<file path="src/rtl/mips_pkg.sv">
// Shared MIPS decode constants and the ID-stage hazard controller FSM encoding.
// decodeIns pulls out the fields and instruction classes that hazard detection needs.
package mips_pkg;

    localparam logic [5:0] OP_RTYPE = 6'h00;
    localparam logic [5:0] OP_LW    = 6'h23;
    localparam logic [5:0] OP_SW    = 6'h2B;
    localparam logic [5:0] OP_BEQ   = 6'h04;

    localparam logic [5:0] FN_MULT  = 6'h18;
    localparam logic [5:0] FN_MULTU = 6'h19;
    localparam logic [5:0] FN_DIV   = 6'h1A;
    localparam logic [5:0] FN_DIVU  = 6'h1B;
    localparam logic [5:0] FN_MFHI  = 6'h10;
    localparam logic [5:0] FN_MFLO  = 6'h12;

    typedef enum logic [1:0] {
        RUN     = 2'd0,
        FLUSH   = 2'd1,
        MD_WAIT = 2'd2
    } hazState_t;

    typedef struct packed {
        logic [4:0] rs;
        logic [4:0] rt;
        logic       usesRt;
        logic       isMD;
        logic       isHiLo;
    } idDecode_t;

    function automatic idDecode_t decodeIns(input logic [31:0] ins);
        idDecode_t  d;
        logic [5:0] op;
        logic [5:0] funct;
        op       = ins[31:26];
        funct    = ins[5:0];
        d.rs     = ins[25:21];
        d.rt     = ins[20:16];
        d.usesRt = (op == OP_RTYPE) || (op == OP_SW) || (op == OP_BEQ);
        d.isMD   = (op == OP_RTYPE) && ((funct == FN_MULT) || (funct == FN_MULTU) ||
                                        (funct == FN_DIV)  || (funct == FN_DIVU));
        d.isHiLo = (op == OP_RTYPE) && ((funct == FN_MFHI) || (funct == FN_MFLO));
        return d;
    endfunction

endpackage

</file>
<file path="src/rtl/id_hazard_ctrl_if.sv">
// Signal bundle between the pipeline datapath (master) and the ID hazard controller (slave).
interface id_hazard_ctrl_if #(
    parameter int CNT_W = 16
);
    import mips_pkg::*;

    // Enables are level-sensitive and apply to the clock edge that closes the current cycle:
    // oPCWrite/oIFIDWrite low hold that register, oIFIDFlush/oIDEXBubble high insert a NOP there.
    logic [31:0]      iins;
    logic             iEX_MemRead;
    logic [4:0]       iEX_rt;
    logic             iMEM_BranchTkn;
    logic             iMD_busy;
    logic             iMD_done;
    logic             oPCWrite;
    logic             oIFIDWrite;
    logic             oIFIDFlush;
    logic             oIDEXBubble;
    logic             oMD_start;
    logic             oMD_error;
    logic [CNT_W-1:0] oStallCnt;
    logic [CNT_W-1:0] oFlushCnt;
    hazState_t        dbgState;

    modport master (
        output iins, iEX_MemRead, iEX_rt, iMEM_BranchTkn, iMD_busy, iMD_done,
        input  oPCWrite, oIFIDWrite, oIFIDFlush, oIDEXBubble, oMD_start, oMD_error,
        input  oStallCnt, oFlushCnt, dbgState
    );

    modport slave (
        input  iins, iEX_MemRead, iEX_rt, iMEM_BranchTkn, iMD_busy, iMD_done,
        output oPCWrite, oIFIDWrite, oIFIDFlush, oIDEXBubble, oMD_start, oMD_error,
        output oStallCnt, oFlushCnt, dbgState
    );

endinterface

</file>
<file path="src/rtl/hazard_sat_counter.sv">
// Saturating event counter: counts cycles with inc high and sticks at all-ones.
module hazard_sat_counter #(
    parameter int CNT_W = 16
) (
    input  logic             clk,
    input  logic             rst,
    input  logic             inc,
    output logic [CNT_W-1:0] count
);

    always_ff @(posedge clk) begin
        if (rst) begin
            count <= '0;
        end else if (inc && (count != {CNT_W{1'b1}})) begin
            count <= count + CNT_W'(1);
        end
    end

endmodule

</file>
<file path="src/rtl/id_hazard_ctrl.sv">
// ID-stage hazard sequencer: load-use stalls, taken-branch flushes and mult/div issue/wait,
// with same-cycle control outputs and saturating stall/flush performance counters.
module id_hazard_ctrl
    import mips_pkg::*;
#(
    parameter int FLUSH_CYCLES = 1,
    parameter int MD_TIMEOUT   = 64,
    parameter int CNT_W        = 16
) (
    input logic             clk,
    input logic             rst,
    id_hazard_ctrl_if.slave hif
);

    localparam int FW = (FLUSH_CYCLES > 1) ? $clog2(FLUSH_CYCLES) : 1;
    localparam int TW = (MD_TIMEOUT > 1) ? $clog2(MD_TIMEOUT) : 1;
    localparam logic [FW-1:0] FLUSH_RELOAD = FW'(FLUSH_CYCLES - 1);
    localparam logic [TW-1:0] TIMER_LAST   = TW'(MD_TIMEOUT - 1);

    hazState_t     state;
    hazState_t     stateNext;
    logic [FW-1:0] flushRem;
    logic [FW-1:0] flushRemNext;
    logic [TW-1:0] mdTimer;
    logic [TW-1:0] mdTimerNext;
    logic          mdErr;

    idDecode_t dec;
    logic      loadUse;
    logic      flushActive;
    logic      inWait;
    logic      mdTimeout;
    logic      mdRelease;
    logic      mdStall;
    logic      mdIssue;
    logic      stall;
    logic      pcWrite;
    logic      ifidWrite;
    logic      ifidFlush;
    logic      idexBubble;
    logic      mdStart;

    always_comb begin
        dec         = decodeIns(hif.iins);
        loadUse     = hif.iEX_MemRead && (hif.iEX_rt != 5'd0) &&
                      ((hif.iEX_rt == dec.rs) || (dec.usesRt && (hif.iEX_rt == dec.rt)));
        flushActive = hif.iMEM_BranchTkn || (flushRem != '0);
        inWait      = (state == MD_WAIT);
        mdTimeout   = inWait && !hif.iMD_done && (mdTimer == TIMER_LAST);
        mdRelease   = hif.iMD_done || mdTimeout;

        // In MD_WAIT a done pulse frees the unit, so an isMD in ID may issue straight away.
        if (inWait) begin
            mdStall = (dec.isMD && hif.iMD_done && hif.iMD_busy) ||
                      ((dec.isMD || dec.isHiLo) && !mdRelease);
            mdIssue = dec.isMD && hif.iMD_done && !hif.iMD_busy;
        end else begin
            mdStall = dec.isMD && hif.iMD_busy;
            mdIssue = dec.isMD && !hif.iMD_busy;
        end

        stall = !flushActive && (loadUse || mdStall);

        if (rst) begin
            pcWrite    = 1'b0;
            ifidWrite  = 1'b0;
            ifidFlush  = 1'b1;
            idexBubble = 1'b1;
            mdStart    = 1'b0;
        end else begin
            pcWrite    = !stall;
            ifidWrite  = !stall;
            ifidFlush  = flushActive;
            idexBubble = flushActive || stall;
            mdStart    = !flushActive && !loadUse && mdIssue;
        end

        if (hif.iMEM_BranchTkn) begin
            flushRemNext = FLUSH_RELOAD;
        end else if (flushRem != '0) begin
            flushRemNext = flushRem - FW'(1);
        end else begin
            flushRemNext = flushRem;
        end

        // The flush down-counter runs independently, so a flush inside MD_WAIT keeps the state.
        if (mdStart) begin
            stateNext   = MD_WAIT;
            mdTimerNext = '0;
        end else if (inWait && !mdRelease) begin
            stateNext   = MD_WAIT;
            mdTimerNext = mdTimer + TW'(1);
        end else begin
            stateNext   = (flushRemNext != '0) ? FLUSH : RUN;
            mdTimerNext = '0;
        end
    end

    always_ff @(posedge clk) begin
        if (rst) begin
            state    <= RUN;
            flushRem <= '0;
            mdTimer  <= '0;
            mdErr    <= 1'b0;
        end else begin
            state    <= stateNext;
            flushRem <= flushRemNext;
            mdTimer  <= mdTimerNext;
            mdErr    <= mdErr || mdTimeout;
        end
    end

    hazard_sat_counter #(.CNT_W(CNT_W)) u_stallCnt (
        .clk   (clk),
        .rst   (rst),
        .inc   (!pcWrite),
        .count (hif.oStallCnt)
    );

    hazard_sat_counter #(.CNT_W(CNT_W)) u_flushCnt (
        .clk   (clk),
        .rst   (rst),
        .inc   (ifidFlush),
        .count (hif.oFlushCnt)
    );

    assign hif.oPCWrite    = pcWrite;
    assign hif.oIFIDWrite  = ifidWrite;
    assign hif.oIFIDFlush  = ifidFlush;
    assign hif.oIDEXBubble = idexBubble;
    assign hif.oMD_start   = mdStart;
    assign hif.oMD_error   = mdErr;
    assign hif.dbgState    = state;

endmodule

</file>
<file path="src/flat_wrapper.sv">
// flat-port wrapper written by rule: the top's interface ports become plain ports
module id_hazard_ctrl_flat import mips_pkg::*;
#(
    parameter int FLUSH_CYCLES = 1,
    parameter int MD_TIMEOUT   = 64,
    parameter int CNT_W        = 16
)
  (clk, rst, hif_iins, hif_iEX_MemRead, hif_iEX_rt, hif_iMEM_BranchTkn, hif_iMD_busy, hif_iMD_done, hif_oPCWrite, hif_oIFIDWrite, hif_oIFIDFlush, hif_oIDEXBubble, hif_oMD_start, hif_oMD_error, hif_oStallCnt, hif_oFlushCnt, hif_dbgState);
  id_hazard_ctrl_if #(.CNT_W(CNT_W)) hif_i ();
  input logic clk;
  input logic rst;
  input wire logic [$bits(hif_i.iins)-1:0] hif_iins;
  input wire logic [$bits(hif_i.iEX_MemRead)-1:0] hif_iEX_MemRead;
  input wire logic [$bits(hif_i.iEX_rt)-1:0] hif_iEX_rt;
  input wire logic [$bits(hif_i.iMEM_BranchTkn)-1:0] hif_iMEM_BranchTkn;
  input wire logic [$bits(hif_i.iMD_busy)-1:0] hif_iMD_busy;
  input wire logic [$bits(hif_i.iMD_done)-1:0] hif_iMD_done;
  output wire logic [$bits(hif_i.oPCWrite)-1:0] hif_oPCWrite;
  output wire logic [$bits(hif_i.oIFIDWrite)-1:0] hif_oIFIDWrite;
  output wire logic [$bits(hif_i.oIFIDFlush)-1:0] hif_oIFIDFlush;
  output wire logic [$bits(hif_i.oIDEXBubble)-1:0] hif_oIDEXBubble;
  output wire logic [$bits(hif_i.oMD_start)-1:0] hif_oMD_start;
  output wire logic [$bits(hif_i.oMD_error)-1:0] hif_oMD_error;
  output wire logic [$bits(hif_i.oStallCnt)-1:0] hif_oStallCnt;
  output wire logic [$bits(hif_i.oFlushCnt)-1:0] hif_oFlushCnt;
  output wire logic [$bits(hif_i.dbgState)-1:0] hif_dbgState;
  assign hif_i.iins = hif_iins;
  assign hif_i.iEX_MemRead = hif_iEX_MemRead;
  assign hif_i.iEX_rt = hif_iEX_rt;
  assign hif_i.iMEM_BranchTkn = hif_iMEM_BranchTkn;
  assign hif_i.iMD_busy = hif_iMD_busy;
  assign hif_i.iMD_done = hif_iMD_done;
  assign hif_oPCWrite = hif_i.oPCWrite;
  assign hif_oIFIDWrite = hif_i.oIFIDWrite;
  assign hif_oIFIDFlush = hif_i.oIFIDFlush;
  assign hif_oIDEXBubble = hif_i.oIDEXBubble;
  assign hif_oMD_start = hif_i.oMD_start;
  assign hif_oMD_error = hif_i.oMD_error;
  assign hif_oStallCnt = hif_i.oStallCnt;
  assign hif_oFlushCnt = hif_i.oFlushCnt;
  assign hif_dbgState = hif_i.dbgState;
  id_hazard_ctrl #(.FLUSH_CYCLES(FLUSH_CYCLES), .MD_TIMEOUT(MD_TIMEOUT), .CNT_W(CNT_W)) u_core (.clk(clk), .rst(rst), .hif(hif_i));
endmodule
</file>
<file path="config.mk">
export PLATFORM = sky130hd
export DESIGN_NAME = id_hazard_ctrl_flat
export DESIGN_NICKNAME = d
export VERILOG_FILES = /design/src/rtl/mips_pkg.sv /design/src/rtl/id_hazard_ctrl_if.sv /design/src/rtl/hazard_sat_counter.sv /design/src/rtl/id_hazard_ctrl.sv /design/src/flat_wrapper.sv
export SDC_FILE = /design/constraint.sdc
export NUM_CORES = 1
export LEC_CHECK = 0
export ABC_CLOCK_PERIOD_IN_PS = 2800
export CORE_ASPECT_RATIO = 1.25
export CORE_MARGIN = 2
export CORE_UTILIZATION = 25
export CTS_CLUSTER_DIAMETER = 200
export DETAILED_ROUTE_END_ITERATION = 12
export PLACE_DENSITY = 0.54
export SKIP_CTS_REPAIR_TIMING = 1
export SYNTH_ARGS = -nofsm -noshare
export SYNTH_HDL_FRONTEND = slang
export SYNTH_SLANG_ARGS = --single-unit
</file>
<file path="constraint.sdc">
create_clock -name clk -period 2.8 [get_ports clk]
set_input_delay 0.56 -clock clk [delete_from_list [all_inputs] [get_ports clk]]
set_output_delay 0.56 -clock clk [all_outputs]
set_load 0.005 [all_outputs]
</file>
==> reports/metrics.yaml <==
status:
  status: "finished, final reports clean"
yosys:
  yosys_warnings: 0
  ys_seq_area_share_pct: 37.0
  yosysTopAreaCellShare_pct: 37.0
  yosysUniqueCellTypes: 41
  synth_area_leader_cell: "sky130_fd_sc_hd__dfxtp_1"
  synth-main-ff-cell: "sky130_fd_sc_hd__dfxtp_1"
  netlist_instances: 260
  synth_seq_cells: 40
  synth-edff-count: 0
  synthArstFlopShare_pct: 0
  post_synth_instance_area_um2: 2160
  post_synthesis_net_count: 306
  synth.area.top_cells: "sky130_fd_sc_hd__dfxtp_1 37%, sky130_fd_sc_hd__xnor2_1 7.3%, sky130_fd_sc_hd__nor2_1 5.2%"
  synth.avg_cell_area_um2: 8.33
sta:
  worst_margin_pin_slew_ns: 1.24
  period_utilization_pct: 96.6
  timing.final.setup_violations: 0
  clock-skew-final_ns: 0.00851
  fin_worst_hold_slack_ns: 0.447
  timing.final.max_slew_violations: 0
  post-route-worst-setup-slack_ns: 0.0948
  final.min_clock_period_ns: 2.71
  hold_viol_final: 0
  maxClockFrequency_mhz: 370
  timing.setup.tns_ns: 0
  max_slew_margin_pct: 16.7
clocking:
  cts_made_buffers: 5
  clock_insertion_delay_worst_skew_ns: 0.29
  max_root_sink_buffers: 2
  cts-root-buf: "sky130_fd_sc_hd__clkbuf_8"
  clkSinkCount: 40
  clk_transition_reported_paths_ns: 0.07
  cts_tree: "yes"
  cts_htree_levels: 2
drt:
  drt_drc_violations_left: 0
  detailroute.via_count: 2187
  first_pass_iters: 4
  vias_per_cell: 4.96
  detail-route-antenna-nets: 0
  routedWlPerCell_um: 13.7
  drtIter0Drc: 56
  detail_route.wirelength_um: 6060
worst_hold_path:
  holdPathStages: 1
  hold_class: "flip-flop to flip-flop"
  endpoint_of_the_worst_hold_path: "u_core.mdTimer[0]$_SDFF_PP0_"
  hold_start: "u_core.mdTimer[0]$_SDFF_PP0_"
final_layout:
  n_antenna_cell: 0
  layout_commonest_cell: "sky130_fd_sc_hd__clkdlybuf4s50_1"
  layout.nets: 389
  num-fill-cells: 844
  postLayoutCellArea_um2: 3260
  layout.cells.most_common_list: "53 x sky130_fd_sc_hd__clkdlybuf4s50_1, 40 x sky130_fd_sc_hd__dfxtp_1, 30 x sky130_fd_sc_hd__nor2_1"
  area_growth_pct: 50.4
  layout_cell_share_with_drive_strength_beyond_1_pct: 12.5
placement:
  globalplace.congestion: 0.737
  detailedPlace.worstSlack_ns: -0.612
  dp_hpwl_um: 4340
  placement.io_buffers: 70
  dpl-instance-area_um2: 3060
critical_path:
  timing.critical_path.arrival_ns: 2.15
  path_cells: "clkdlybuf4s50_1 > nand2b_1 > nor4_1 > nor4b_4 > nor3_4 > buf_4 > nand2_1 > dlymetal6s2s_1"
  slowest_library_cell_on_the_worst_path: "sky130_fd_sc_hd__clkdlybuf4s50_1"
  rrSetupSlack_ns: 0.31
  cp-startpoint: "hif_iins[5]"
  critical_path_peak_fanout: 2
  timing.critical_path.slowest_cell_delay_ns: 0.39
  critPathKind: "input pin to primary output"
  crit_path_end_kind: "primary output"
  rr_endpoint: "u_core.u_flushCnt.count[4]$_SDFFE_PP0P_"
  critPathRequiredTime_ns: 2.24
  cp-start-kind: "input pin"
  r2r-start: "u_core.u_flushCnt.count[2]$_SDFFE_PP0P_"
  r2r.worst_path.cells: 6
die:
  die_w_um: 87.2
  io_pins: 83
  std_cell_rows: 37
  core-area_um2: 8330
  floorplan.initialDensity_pct: 26.0
  die_area_um2: 9420
  die_h_um: 108
global_route:
  grt_pass1_wl_um: 9410
  first_global_vias: 2019
  grtUsageTotal_pct: 12.6
  total_grt_overflow: 0
  grt_antenna_before_repair: 0
  grt_max_degree: 32
run:
  max_cap_viol_count: 0
pwr:
  pwr_density_cell_nw_per_um2: 348
  overall_power_mw: 1.13
  power.ir.vdd_worst_v: 0.000173
  leakagePower_nw: 1.19
## worst max-delay path by stage
stage | to | cells past startpoint
final | hif_oIDEXBubble | 8
after global routing | hif_oIFIDWrite | 8
after CTS | hif_oMD_start | 7
after detailed placement | hif_oMD_start | 7
after global placement | hif_oMD_start | 7
after floorplan | hif_oPCWrite | 8
## where the power goes
group          switching, mW  internal [mW]  total (mW)
Clock                  0.198          0.201       0.400
Combinational         0.0728         0.0848       0.158
Sequential           0.00423          0.573       0.577
Total                  0.275          0.859        1.13
## through the flow
stage	utilization, %	std cells
floorplan	-	260
global placement	36.7	433
detailed placement	36.7	433
CTS	37.8	441
global route	39.1	441
finish	39.1	441
## sequential cells by signal, indices dropped and copies added, names as in the netlist
register	cells
u_core.hif.dbgState	1
u_core.mdTimer	6
u_core.u_flushCnt.count	16
u_core.u_stallCnt.count	16
u_core.hif.oMD_error	1
## metal layers
layer	global-route usage [%]	up-vias	wire length, um
li1	-	1114	-
met1	14.9	1007	2650
met2	22.3	64	3000
met3	2.44	2	351
met4	4.62	0	55
met5	0	-	0
## cell type report
type	instances	area, um2	share of cell area, %
Clock buffer	8	90.1	2.77
Inverter	6	22.5	0.692
Multi-Input combinational cell	202	1370	41.9
Sequential cell	40	801	24.6
Tap cell	97	121	3.73
Timing Repair Buffer	88	856	26.3
## critical path, delay by kind of cell
kind | cells | cell delay, ns
simple gates | 5 | 0.92
buf+inv | 3 | 0.66
## cells in the mapped netlist (5+ instances only)
| cell type | n |
|---|---|
| sky130_fd_sc_hd__dfxtp_1 | 40 |
| sky130_fd_sc_hd__nor2_1 | 30 |
| sky130_fd_sc_hd__xnor2_1 | 18 |
| sky130_fd_sc_hd__nand3_1 | 17 |
| sky130_fd_sc_hd__a21oi_1 | 15 |
| sky130_fd_sc_hd__nand2_1 | 13 |
| sky130_fd_sc_hd__nand4_1 | 13 |
| sky130_fd_sc_hd__o21a_1 | 12 |
| sky130_fd_sc_hd__nor3_1 | 11 |
| sky130_fd_sc_hd__or3_1 | 10 |
| sky130_fd_sc_hd__nor4_1 | 7 |
| sky130_fd_sc_hd__o21ai_0 | 6 |
| sky130_fd_sc_hd__xor2_1 | 6 |
| sky130_fd_sc_hd__inv_1 | 5 |
| sky130_fd_sc_hd__o21ai_1 | 5 |
## cells by family after synthesis
group,after synthesis,share of synthesized area [%]
and+or+nand+nor,125,32.3
AOI/OAI and AO/OA,46,13.4
muxes,3,1.62
DFF,40,37.0
buffers and inverters,18,4.05
adders and majority gates,3,1.73
xor gates and xnor gates,24,9.71
other,1,0.173
Note: power is estimated with default switching activity, not from simulation.
